$ cat src/rtl/tag_pkg.sv
// Shared definitions for the pulse tagger: default widths, detector states and the tag record.
// With PULSE_AREA_EN defined the tag record carries the pulse area as well.
package tag_pkg;

    localparam int DEF_DW  = 14;
    localparam int DEF_TSW = 32;
    localparam int DEF_WW  = 16;
    localparam int AREA_W  = 32;

    typedef enum logic [1:0] {
        IDLE  = 2'd0,
        ARMED = 2'd1,
        PULSE = 2'd2,
        HOLD  = 2'd3
    } tag_state_t;

    typedef struct packed {
        logic        [DEF_TSW-1:0] ts;
        logic signed [DEF_DW-1:0]  peak;
        logic        [DEF_WW-1:0]  width;
`ifdef PULSE_AREA_EN
        logic signed [AREA_W-1:0]  area;
`endif
    } tag_t;

endpackage

$ cat src/rtl/tag_out_reg.sv
// Single-entry valid/ready holding register for tag producers; a tag offered
// while the held one is still pending is dropped and flagged in sticky ovf.
module tag_out_reg #(
    parameter int W = 8
) (
    input  logic         clk,
    input  logic         rst,
    input  logic         emit,
    input  logic [W-1:0] new_data,
    input  logic         ready,
    input  logic         ovf_clr,
    output logic         valid,
    output logic [W-1:0] data,
    output logic         ovf
);

    logic load_s;
    logic drop_s;

    assign load_s = emit & (~valid | ready);
    assign drop_s = emit & valid & ~ready;

    // Holding register, valid flag and sticky overflow (set wins over clear).
    always_ff @(posedge clk or posedge rst) begin
        if (rst) begin
            valid <= 1'b0;
            data  <= {W{1'b0}};
            ovf   <= 1'b0;
        end else begin
            if (load_s) begin
                valid <= 1'b1;
                data  <= new_data;
            end else if (ready) begin
                valid <= 1'b0;
            end else begin
                valid <= valid;
            end
            if (drop_s) begin
                ovf <= 1'b1;
            end else if (ovf_clr) begin
                ovf <= 1'b0;
            end else begin
                ovf <= ovf;
            end
        end
    end

endmodule

$ cat src/rtl/pulse_tagger.sv
// Hysteresis pulse detector producing one (timestamp, peak, width) tag per pulse.
// Define PULSE_AREA_EN to add the tag_area output (signed sum of the counted samples).
module pulse_tagger
    import tag_pkg::*;
#(
    parameter int DW  = DEF_DW,
    parameter int TSW = DEF_TSW,
    parameter int WW  = DEF_WW
) (
    input  logic                     clk,
    input  logic                     rst,
    input  logic                     en,
    input  logic signed [DW-1:0]     din,
    input  logic signed [DW-1:0]     thr_hi,
    input  logic signed [DW-1:0]     thr_lo,
    input  logic        [WW-1:0]     holdoff,
    output logic                     tag_valid,
    input  logic                     tag_ready,
    output logic        [TSW-1:0]    tag_ts,
    output logic signed [DW-1:0]     tag_peak,
    output logic        [WW-1:0]     tag_width,
`ifdef PULSE_AREA_EN
    output logic signed [AREA_W-1:0] tag_area,
`endif
    output logic                     ovf,
    input  logic                     ovf_clr
);

    tag_state_t         state_r, state_s;
    logic [TSW-1:0]     ts_r;
    logic [TSW-1:0]     start_r, start_s;
    logic signed [DW-1:0] peak_r, peak_s;
    logic [WW-1:0]      width_r, width_s;
    logic [WW-1:0]      hcnt_r, hcnt_s;
    logic               emit_s;
    tag_t               new_tag_s;
    tag_t               held_tag_s;
`ifdef PULSE_AREA_EN
    logic signed [AREA_W-1:0] area_r, area_s;
    logic signed [AREA_W-1:0] din_ext_s;

    assign din_ext_s = {{(AREA_W-DW){din[DW-1]}}, din};
`endif

    // Free-running timestamp and detector state registers.
    always_ff @(posedge clk or posedge rst) begin
        if (rst) begin
            state_r <= IDLE;
            ts_r    <= {TSW{1'b0}};
            start_r <= {TSW{1'b0}};
            peak_r  <= {DW{1'b0}};
            width_r <= {WW{1'b0}};
            hcnt_r  <= {WW{1'b0}};
`ifdef PULSE_AREA_EN
            area_r  <= {AREA_W{1'b0}};
`endif
        end else begin
            state_r <= state_s;
            ts_r    <= ts_r + TSW'(1'b1);
            start_r <= start_s;
            peak_r  <= peak_s;
            width_r <= width_s;
            hcnt_r  <= hcnt_s;
`ifdef PULSE_AREA_EN
            area_r  <= area_s;
`endif
        end
    end

    // Next-state logic; the ending sample of a pulse is excluded from its statistics.
    always_comb begin
        state_s = state_r;
        start_s = start_r;
        peak_s  = peak_r;
        width_s = width_r;
        hcnt_s  = hcnt_r;
        emit_s  = 1'b0;
`ifdef PULSE_AREA_EN
        area_s  = area_r;
`endif
        if (!en) begin
            state_s = IDLE;
        end else begin
            case (state_r)
                IDLE: begin
                    state_s = ARMED;
                end
                ARMED: begin
                    if (din > thr_hi) begin
                        state_s = PULSE;
                        start_s = ts_r;
                        peak_s  = din;
                        width_s = WW'(1'b1);
`ifdef PULSE_AREA_EN
                        area_s  = din_ext_s;
`endif
                    end else begin
                        state_s = ARMED;
                    end
                end
                PULSE: begin
                    if (din < thr_lo) begin
                        emit_s = 1'b1;
                        if (holdoff == {WW{1'b0}}) begin
                            state_s = ARMED;
                        end else begin
                            state_s = HOLD;
                            hcnt_s  = holdoff;
                        end
                    end else begin
                        if (width_r != {WW{1'b1}}) begin
                            width_s = width_r + WW'(1'b1);
                        end else begin
                            width_s = width_r;
                        end
                        if (din > peak_r) begin
                            peak_s = din;
                        end else begin
                            peak_s = peak_r;
                        end
`ifdef PULSE_AREA_EN
                        area_s = area_r + din_ext_s;
`endif
                    end
                end
                HOLD: begin
                    // Leaving on hcnt==1 re-arms exactly holdoff samples after the end sample.
                    hcnt_s = hcnt_r - WW'(1'b1);
                    if (hcnt_r <= WW'(1'b1)) begin
                        state_s = ARMED;
                    end else begin
                        state_s = HOLD;
                    end
                end
                default: begin
                    state_s = IDLE;
                end
            endcase
        end
    end

    // Tag record offered to the holding register.
    always_comb begin
        new_tag_s       = held_tag_s;
        new_tag_s.ts    = start_r;
        new_tag_s.peak  = peak_r;
        new_tag_s.width = width_r;
`ifdef PULSE_AREA_EN
        new_tag_s.area  = area_r;
`endif
    end

    tag_out_reg #(
        .W($bits(tag_t))
    ) u_out (
        .clk      (clk),
        .rst      (rst),
        .emit     (emit_s),
        .new_data (new_tag_s),
        .ready    (tag_ready),
        .ovf_clr  (ovf_clr),
        .valid    (tag_valid),
        .data     (held_tag_s),
        .ovf      (ovf)
    );

    assign tag_ts    = held_tag_s.ts;
    assign tag_peak  = held_tag_s.peak;
    assign tag_width = held_tag_s.width;
`ifdef PULSE_AREA_EN
    assign tag_area  = held_tag_s.area;
`endif

endmodule

$ cat config.mk
export PLATFORM = sky130hd
export DESIGN_NAME = pulse_tagger
export DESIGN_NICKNAME = d
export VERILOG_FILES = /design/src/rtl/tag_pkg.sv /design/src/rtl/tag_out_reg.sv /design/src/rtl/pulse_tagger.sv
export SDC_FILE = /design/constraint.sdc
export NUM_CORES = 1
export LEC_CHECK = 0
export CORE_ASPECT_RATIO = 1.1
export CORE_MARGIN = 2
export CORE_UTILIZATION = 56
export DETAILED_ROUTE_END_ITERATION = 8
export PLACE_DENSITY = 0.82
export SLEW_MARGIN = 10
export SYNTH_ARGS = -nofsm -noshare
export SYNTH_HDL_FRONTEND = slang
export SYNTH_SLANG_ARGS = --single-unit
$ cat constraint.sdc
create_clock -name clk -period 14.48 [get_ports clk]
set_clock_uncertainty 0.15 [all_clocks]
set_input_delay 2.896 -clock clk [delete_from_list [all_inputs] [get_ports clk]]
set_output_delay 2.896 -clock clk [all_outputs]
set_load 0.02 [all_outputs]
# After elaboration in Yosys (flattened, before gate mapping)
# Cells that the tools add are included.
classes:
  addsub: 3
  order_cmp: 4
  eq_ne: 11
  muxes: 24
  n_bitwise: 6
  reduce_logical: 10
ops:
  columns: ["operator", "n"]
  rows:
  - ["16-bit two-way mux", 5]
  - ["16-bit one-hot mux with 2 select lines", 2]
  - ["14-bit two-way mux", 3]
  - ["32-bit by 1-bit adder with 32-bit output (second input constant)", 1]
  - ["14-bit > comparator", 2]
  - ["14-bit one-hot mux with 2 select lines", 1]
  - ["16-bit by 1-bit adder with 16-bit output (second input constant)", 1]
  - ["16-bit by 1-bit <= comparator with 1-bit output (second input constant)", 1]
  - ["16-bit logical NOT", 1]
  - ["16-bit != test (second input constant)", 1]
  - ["16-bit by 1-bit subtractor with 16-bit output (second input constant)", 1]
  - ["14-bit less-than comparator", 1]
  - ["2-bit != test (second input constant)", 6]
  - ["2-bit two-way mux", 5]
  - ["5-bit AND reduction", 2]
  - ["2-bit one-hot mux with 4 select lines", 1]
  - ["2-bit nonzero test", 4]
  - ["1-bit two-way mux", 7]
  - ["2-bit equality test (second input constant)", 2]
  - ["4-bit AND reduction", 1]
  - ["1-bit bitwise AND", 3]
  - ["3-bit != test (second input constant)", 1]
  - ["3-bit AND reduction", 1]
  - ["2-bit by 1-bit equality test with 1-bit output (second input constant)", 1]
  - ["3 further kinds", 4]
totals:
  reg_bits: 176
  input_bits: 63
  out_inout_bits: 64
  wordCells: 67

# Logic depth before layout (Yosys ltp)
# Gate-level depths: netlist of the first run.
logic_depth:
  ltp_word: 7
  ltp_mapped: 11
  depth_no_buf: 9

# By module
# From an unflattened synthesis of the first run, not the netlist that was laid out.
unflattened:
  cells_unflattened: 764
  hier_area_um2: 9061.2
modules_own_cells:
  columns: ["mod", "n_inst", "cells_each", "area_each_um2", "seq_area_each_um2"]
  rows:
  - ["pulse_tagger", 1, 625, 6422.4, 2802.7]
  - ["tag_out_reg", 1, 139, 2638.8, 1601.5]

# Worst setup path before layout of the first run
# Ideal clock, no wire load.
synth_path:
  kind: "input to register"
  from: "in thr_hi[4]"
  to: "reg peak_r[0]"
  setup_ns: 0.125
  arrival_time_ns: 5.271
  required_time_ns: 14.205
  slack_ns: 8.934
  stages: 10
  path_buffers: 1
  path_cell_list: "inv_1 -> ha_1 -> a21oi_1 -> nand2_1 -> a211oi_1 -> o31ai_4 -> mux2i_1 -> a222oi_1 -> buf_6 -> mux2_2"
synth_via:
  elab_chain_cells: 3
synth_rtl:
  columns: ["element", "line_no", "rtl"]
  rows:
  - ["from (decl)", "pulse_tagger.sv:14", "input logic signed [DW-1:0] thr_hi,"]
  - ["14-bit > comparator", "pulse_tagger.sv:89", "if (din > thr_hi) begin"]
  - ["2-bit != test (no source line)", null, null]
  - ["5-bit AND reduction (no source line)", null, null]
  - ["to (signal assigned)", "pulse_tagger.sv:51", "peak_r <= {DW{1'b0}};"]
  - ["to (signal assigned)", "pulse_tagger.sv:61", "peak_r <= peak_s;"]
  - ["to (decl)", "pulse_tagger.sv:32", "logic signed [DW-1:0] peak_r, peak_s;"]
# Every way passes these cells.
# A chain may end at the register's enable or synchronous reset.

# Worst setup path after layout of the first run
layout_path:
  from: "in din[7]"
  to: "reg u_out.data[4]"
layout_via:
  elab_chain_cells: 5
layout_rtl:
  columns: ["element", "line_no", "rtl"]
  rows:
  - ["from (decl)", "pulse_tagger.sv:13", "input logic signed [DW-1:0] din,"]
  - ["14-bit less-than comparator", "pulse_tagger.sv:102", "if (din < thr_lo) begin"]
  - ["1-bit two-way mux", "pulse_tagger.sv:102", null]
  - ["1-bit two-way mux", "pulse_tagger.sv:84", "case (state_r)"]
  - ["1-bit two-way mux", "pulse_tagger.sv:81", "if (!en) begin"]
  - ["1-bit bitwise AND", "tag_out_reg.sv:20", "assign load_s = emit & (~valid | ready);"]
  - ["to (signal assigned)", "tag_out_reg.sv:27", "data <= {W{1'b0}};"]
  - ["to (signal assigned)", "tag_out_reg.sv:32", "data <= new_data;"]
  - ["to (decl)", "tag_out_reg.sv:13", "output logic [W-1:0] data,"]
# Every way passes these cells.

==> results.md, run 1 <==
- Outcome: finished, final reports clean
- Dpl cell area: approximately 10000 µm²
- Hold Path End: ts_r[7]$_DFF_PP0_
- Worst path arrival time: 6.26 ns
- RSZ-0062 raised after global routing: no
- Post-synth EDFFs: 0
- Hold wc startpoint: ts_r[7]$_DFF_PP0_
- Initial core utilization: a little under three fifths
- Final cell count without fillers: roughly 1100
- Hold slack: between 0.3 and 0.4 ns
- Largest net degree at the start of global routing: 98
- Ranking of synthesized cells by area: dfrtp_1, mux2_2, ha_1, o21ai_0, inv_1
- Least-Margin Pin Slew: 1.07 ns
- # fillers: between 1000 and 1500
- Post-Place Worst Slack: 7.93 ns
- Final wirelength: between 15000 and 20000 µm
- Mapped Area: 8560 µm²
- R2r endpoint: u_out.data[4]$_DFFE_PP0P_
- Placed Cells: between 1000 and 1500
- Synth Instances: approximately 760
- Top sig layer: met4
- Total congestion overflow: 0
- Min-Delay Path Depth: 1
- Rows: 47
- I/O Buffers: 126
- Core footprint: 15000 µm²
- Storage element area: around 4400 µm²
- CTS buffer count: 17
- Final worst path period need: 6.12 ns
- CTS Root Cell: clkbuf_16
- Setup crit end kind: flip-flop
- Post-Route M1 WL: 8130 µm
- Synth cell count leaders: dfrtp_1, mux2_2, inv_1, nor2_1
- ANT cells: 0
- H-tree Lvls: 4
- Final WS setup: ~8.4 ns
- Critical path cell sequence: clkdlybuf4s50_1 > ha_1 > a211oi_1 > o21ai_0 > a41oi_1 > o211ai_1 > a211o_1 > nor2b_4 > buf_4 > mux2_2
- Die width: ~120 µm
- Final Wtd Congestion: between 0.8 and 0.9
- Hold-fix buffers, CTS: 0
- Post-CTS Setup Inserts: 0
- Clk_lat worst skew: ~0.41 ns
- Clk buf depth: 2
- GR Util All Layers: roughly a quarter
- Met2 routed WL: 8790 µm
- Worst Reg-to-Reg Cells: 5
- Leak pwr: slightly below 5 nW
- CP max stage delay: between 0.6 and 0.7 ns
- Hold WC Path Type: reg2reg
- IO Count: 127
- TritonCTS clock tree: yes
- Vias: a little over 6000
- Area leader, netlist: dfrtp_1
- First-pass DRT Iterations: 5
- Max_cap viols: 0
- Initial antenna violation count: 0
- Critical path class: in2reg
- Met3 wire length: between 900 and 1000 µm
- Worst endpoint required time: about 15 ns
- Final period util: between 40 and 50%
- Vias in the first global route: around 6400
- Share of layout cells above drive strength 1: approximately 17%
- TritonCTS Sinks: about 180
- Layout area overhead: 24.1%
- Worst vdd ir: 0.0970 mV
- Sequential share of the synthesized area: around half
- Final hold vios: 0
- # nets final: approximately 990
- Dpl hpwl: 12600 µm
- Area of the multi-input gates: around 3900 µm²
- Vert. Die Dim: about 130 µm
- DRT iter0 DRCs: between 300 and 400
- Routed WL per cell: between 15 and 20 µm
- Final setup violation count: 0
- Post-synth cell types: 54
- Slew Viols, Final: 0
- Reg clk slew, reported paths: around 0.07 ns
- Die Area: 16300 µm²
- First-pass GRT wire length: roughly 30000 µm
- #FFs+latches synth: 176
- Slowest cell on the critical path: buf_4
- Syn Area/Cell: roughly 11 µm²
- Synth warn: 0
- Fmax: roughly 160 MHz
- Async S/R FF share, synth: 100%
- Post-cts sizing count: 0
- Top-count cell post-synth: dfrtp_1
- Sum of negative setup slack: 0 ns
- Vias per cell: roughly 5.6
- Post-synth top area share: around 51%
- Top_reg_cell synth: dfrtp_1
- Final Instance Area: 10600 µm²
- ANT nets after route: 0
- Reg2Reg Setup Slack: 11.54 ns
- Worst-path maximum fanout: between 50 and 60
- Relative slew slack: between 20 and 30%
- Critical R2R Launch: state_r[0]$_DFFE_PP0P_
- DR DRC count: 0
- Pwr Density: about 140 nW/µm²
- CP Launch Type: primary input
- Mapped Nets: 867
[through the flow]
step           util, %  total power [mW]
5_1_grt           70.9              1.55
2_1_floorplan        -             0.861
3_5_place_dp      66.7              1.00
6_report          70.9              1.47
4_1_cts           70.9              1.49
3_3_place_gp      66.7             0.989
[how the worst max path moves through the flow]
stage	cells past startpoint	start	end	slack [ns]
floorplan	1	rst	hcnt_r[0]$_DFFE_PP0P_	6.66
global placement	10	din[2]	u_out.data[55]$_DFFE_PP0P_	7.98
detailed placement	10	din[2]	u_out.data[46]$_DFFE_PP0P_	7.93
CTS	10	din[2]	u_out.data[14]$_DFFE_PP0P_	8.35
global route	10	din[2]	peak_r[13]$_DFFE_PP0P_	8.16
finish	10	din[7]	u_out.data[4]$_DFFE_PP0P_	8.36
[layer usage]
| metal | up-vias | GRT usage [%] |
|---|---|---|
| met1 | 3034 | 30.4 |
| met4 | 0 | 7.98 |
| li1 | 2953 | - |
| met2 | 160 | 39.1 |
| met5 | - | 0 |
| met3 | 27 | 4.45 |
[cells in the final DEF (no fill, tap or decap), drive strengths merged, types with 12 or more instances in the layout]
master / count
ha: 45
clkbuf: 19
xnor2: 24
nand4: 13
mux2: 109
clkdlybuf4s50: 126
a21oi: 31
dfrtp: 176
o21ai: 45
nand2: 37
nand3: 26
nor3: 12
inv: 59
nor2: 51
[cells by family (layout without fill, tap and decap cells)]
kind of cell	count (synthesis)	in the layout	share of synthesized area, %
and+or+nand+nor	183	183	10.5
muxes	112	112	14.7
adders and majority gates	45	45	6.58
AOI/OAI and AO/OA	133	133	9.97
DFF	176	176	51.4
buffers and inverters	79	218	3.64
xor gates and xnor gates	31	31	3.17
[layout make-up]
class                           count  share of cell area [%]
Inverter                           56                    2.03
Clock buffer                       19                    4.07
Timing Repair Buffer              130                    12.2
Clock inverter                     13                    1.73
Tap cell                          196                    2.31
Sequential cell                   176                    41.5
Multi-Input combinational cell    504                    36.3
[where the power goes]
part	total [mW]	switching, mW	internal [mW]
combinational	0.355	0.179	0.176
clock	0.479	0.189	0.290
sequential	0.641	0.0650	0.576
[flip-flops by register name (all words and copies together) (netlist names)]
name,cells
peak_r,14
state_r,2
u_out.data,62
hcnt_r,16
start_r,32
ts_r,32
u_out.ovf,1
width_r,16
u_out.valid,1
[critical path, delay by kind of cell]
kind            cells  cell delay, ns
fa+ha+maj           1            0.34
compound gates      5            1.12
mux                 1            0.41
simple gates        1            0.34
buf+inv             2            1.11
No activity file was read; power rests on OpenSTA's default activity.
==> run 2, diff against run 1 <==
CORE_UTILIZATION = 55   (was 56)
PLACE_DENSITY = 0.81   (was 0.82)
clock period = 6.3 ns   (was 14.48 ns; I/O delays follow)
==> run 2 against run 1 <==
  * Count of clock-buffer cells in the layout unchanged
  * Worst setup slack worse by 6.6 ns
  * Cell count about the same
  * Flip-flop and latch count unchanged
  * Design area down 0.39%
  * Non-clock buffer count up 2
  * Die area up 1.8%
  * Wire length down 0.72%
  * Sequential share of layout area up 0.16 points
  * First-iteration DRC count up 23%
  * Combinational power up 130%
  * Clock power up 110%
  * Critical endpoint is now peak_r[13]$_DFFE_PP0P_
  * Highest routed layer unchanged
==> results.md, run 2 (synthesis results as in run 1) <==
- Final Instance Area: around 11000 µm²
- ANT nets after route: 0
- Largest regs: u_out.data: 62 flops, start_r: 32 flops, ts_r: 32 flops
- Max FFs per register: 62
- Reg clk slew, reported paths: ~0.06 ns
- Hold Path End: ts_r[15]$_DFF_PP0_
- Reg2Reg Setup Slack: about 3.2 ns
- Routed WL per cell: around 16 µm
- Critical path cell sequence: clkdlybuf4s50_1 > ha_1 > nand2_1 > o21ai_0 > a41oi_1 > o211ai_1 > nand3_1 > a222oi_1 > buf_2 > buf_4 > mux2_2
- Outcome: finished, final reports clean
- Vert. Die Dim: 135 µm
- Setup crit end kind: flip-flop
- Core footprint: 15100 µm²
- ANT cells: 0
- DR DRC count: 0
- TritonCTS clock tree: yes
- Vias in the first global route: between 6000 and 7000
- Slew Viols, Final: 0
- Vias: 6148
- First-pass DRT Iterations: 4
- Clk_lat worst skew: 0.42 ns
- Layout area overhead: 23.6%
- Die width: ~120 µm
- Post-cts sizing count: 0
- Initial antenna violation count: 0
- First-pass GRT wire length: between 30000 and 40000 µm
- Relative slew slack: a little under a third
- Final setup violation count: 0
- Share of layout cells above drive strength 1: 17.5%
- Hold slack: about 0.35 ns
- H-tree Lvls: 4
- Dpl cell area: 10000 µm²
- DRT iter0 DRCs: ~400
- Vias per cell: 5.61
- Final hold vios: 0
- Slowest cell on the critical path: a222oi_1
- Largest net degree at the start of global routing: about 100
- Total congestion overflow: 0
- Pwr Density: between 300 and 400 nW/µm²
- Storage element area: around 4400 µm²
- Final worst path period need: 4.59 ns
- TritonCTS Sinks: between 150 and 200
- Critical R2R Launch: state_r[0]$_DFFE_PP0P_
- Critical path class: in2reg
- Hold-fix buffers, CTS: 0
- CTS buffer count: 17
- Leak pwr: 4.89 nW
- Min-Delay Path Depth: 1
- Hold wc startpoint: ts_r[15]$_DFF_PP0_
- Rows: 47
- Initial core utilization: around 57%
- Worst-path maximum fanout: 8
- GR Util All Layers: a little under a quarter
- Worst vdd ir: 0.236 mV
- Area of the multi-input gates: roughly 3900 µm²
- Max_cap viols: 0
- Final period util: approximately 73%
- Commonest non-fill, non-tap cell in the layout: dfrtp_1
- Worst path arrival time: between 4 and 5 ns
- R2r endpoint: peak_r[13]$_DFFE_PP0P_
- Post-CTS Setup Inserts: 0
- Final Wtd Congestion: 0.841
- Commonest cells after routing, fill and taps aside: dfrtp_1, clkdlybuf4s50_1, mux2_2
- Fmax: between 200 and 250 MHz
- CP Launch Type: primary input
- Largest Register: u_out.data
- Sum of negative setup slack: 0 ns
- Worst endpoint required time: 6.44 ns
- Clk buf depth: 2
- I/O Buffers: around 130
- # fillers: 1106
- IO Count: 127
- Final wirelength: about 18000 µm
- Die Area: roughly 17000 µm²
- Worst Reg-to-Reg Cells: 8
- # nets final: between 900 and 1000
- RSZ-0062 raised after global routing: no
- Hold WC Path Type: reg2reg
- CP max stage delay: about 0.63 ns
- Dpl hpwl: 12500 µm
- Least-Margin Pin Slew: about 1.0 ns
- CTS Root Cell: clkbuf_16
-- run 2: cell types whose count changed in the layout (fill, tap and decap cells not counted), sizes merged --
cell	previous run	this run
clkinvlp	0	4
bufinv	4	1
clkinv	6	4
buf	4	6
-- run 2: worst max-delay path: cells and delay by family --
kind	cells	cell delay, ns
multiplexers	1	0.35
adder cells (fa/ha/maj)	1	0.32
buffers and inverters	3	1.00
AO/OA/AOI/OAI	4	1.45
AND/OR/NAND/NOR	2	0.34
-- run 2: worst max path at each step --
stage          startpoint                      to  slack (ns)  cells past startpoint
6_report           din[1]  peak_r[13]$_DFFE_PP0P_        1.71                     11
5_1_grt         thr_lo[2]  peak_r[12]$_DFFE_PP0P_        1.53                     12
4_1_cts            din[2]  peak_r[13]$_DFFE_PP0P_        1.34                     10
3_5_place_dp       din[2]  peak_r[12]$_DFFE_PP0P_        0.98                     10
3_3_place_gp       din[1]   peak_r[2]$_DFFE_PP0P_        1.13                     10
2_1_floorplan         rst   hcnt_r[0]$_DFFE_PP0P_        0.12                      1
-- run 2: cell type report --
class                   instances  share of cell area, %
clock inverters                12                   1.04
flip-flops and latches        176                   41.6
clock buffers                  19                   4.28
multi-input cells             504                   36.4
inverters                      56                   2.03
well taps                     196                   2.32
repair buffers                132                   12.3
-- run 2: per-layer routing --
layer,up-vias,track usage (%),wire length (µm)
met5,-,0,0
met4,0,7.09,288
met3,22,4.60,1050
met2,178,37.8,8670
met1,2984,30.4,7970
li1,2964,-,-
-- run 2: stage by stage --
step	total power [mW]	setup slack (ns)	std cells	util, %
global placement	2.28	1.13	1063	66.3
global route	3.48	1.53	1095	70.0
finish	3.29	1.71	1095	70.0
floorplan	1.98	0.116	759	-
detailed placement	2.31	0.980	1063	66.3
CTS	3.31	1.34	1094	70.0
-- run 2: where the power goes --
group,internal [mW],total (mW),switching (mW)
clock network,0.565,1.00,0.434
registers,1.32,1.48,0.153
logic,0.406,0.818,0.412
total,2.30,3.29,1.00
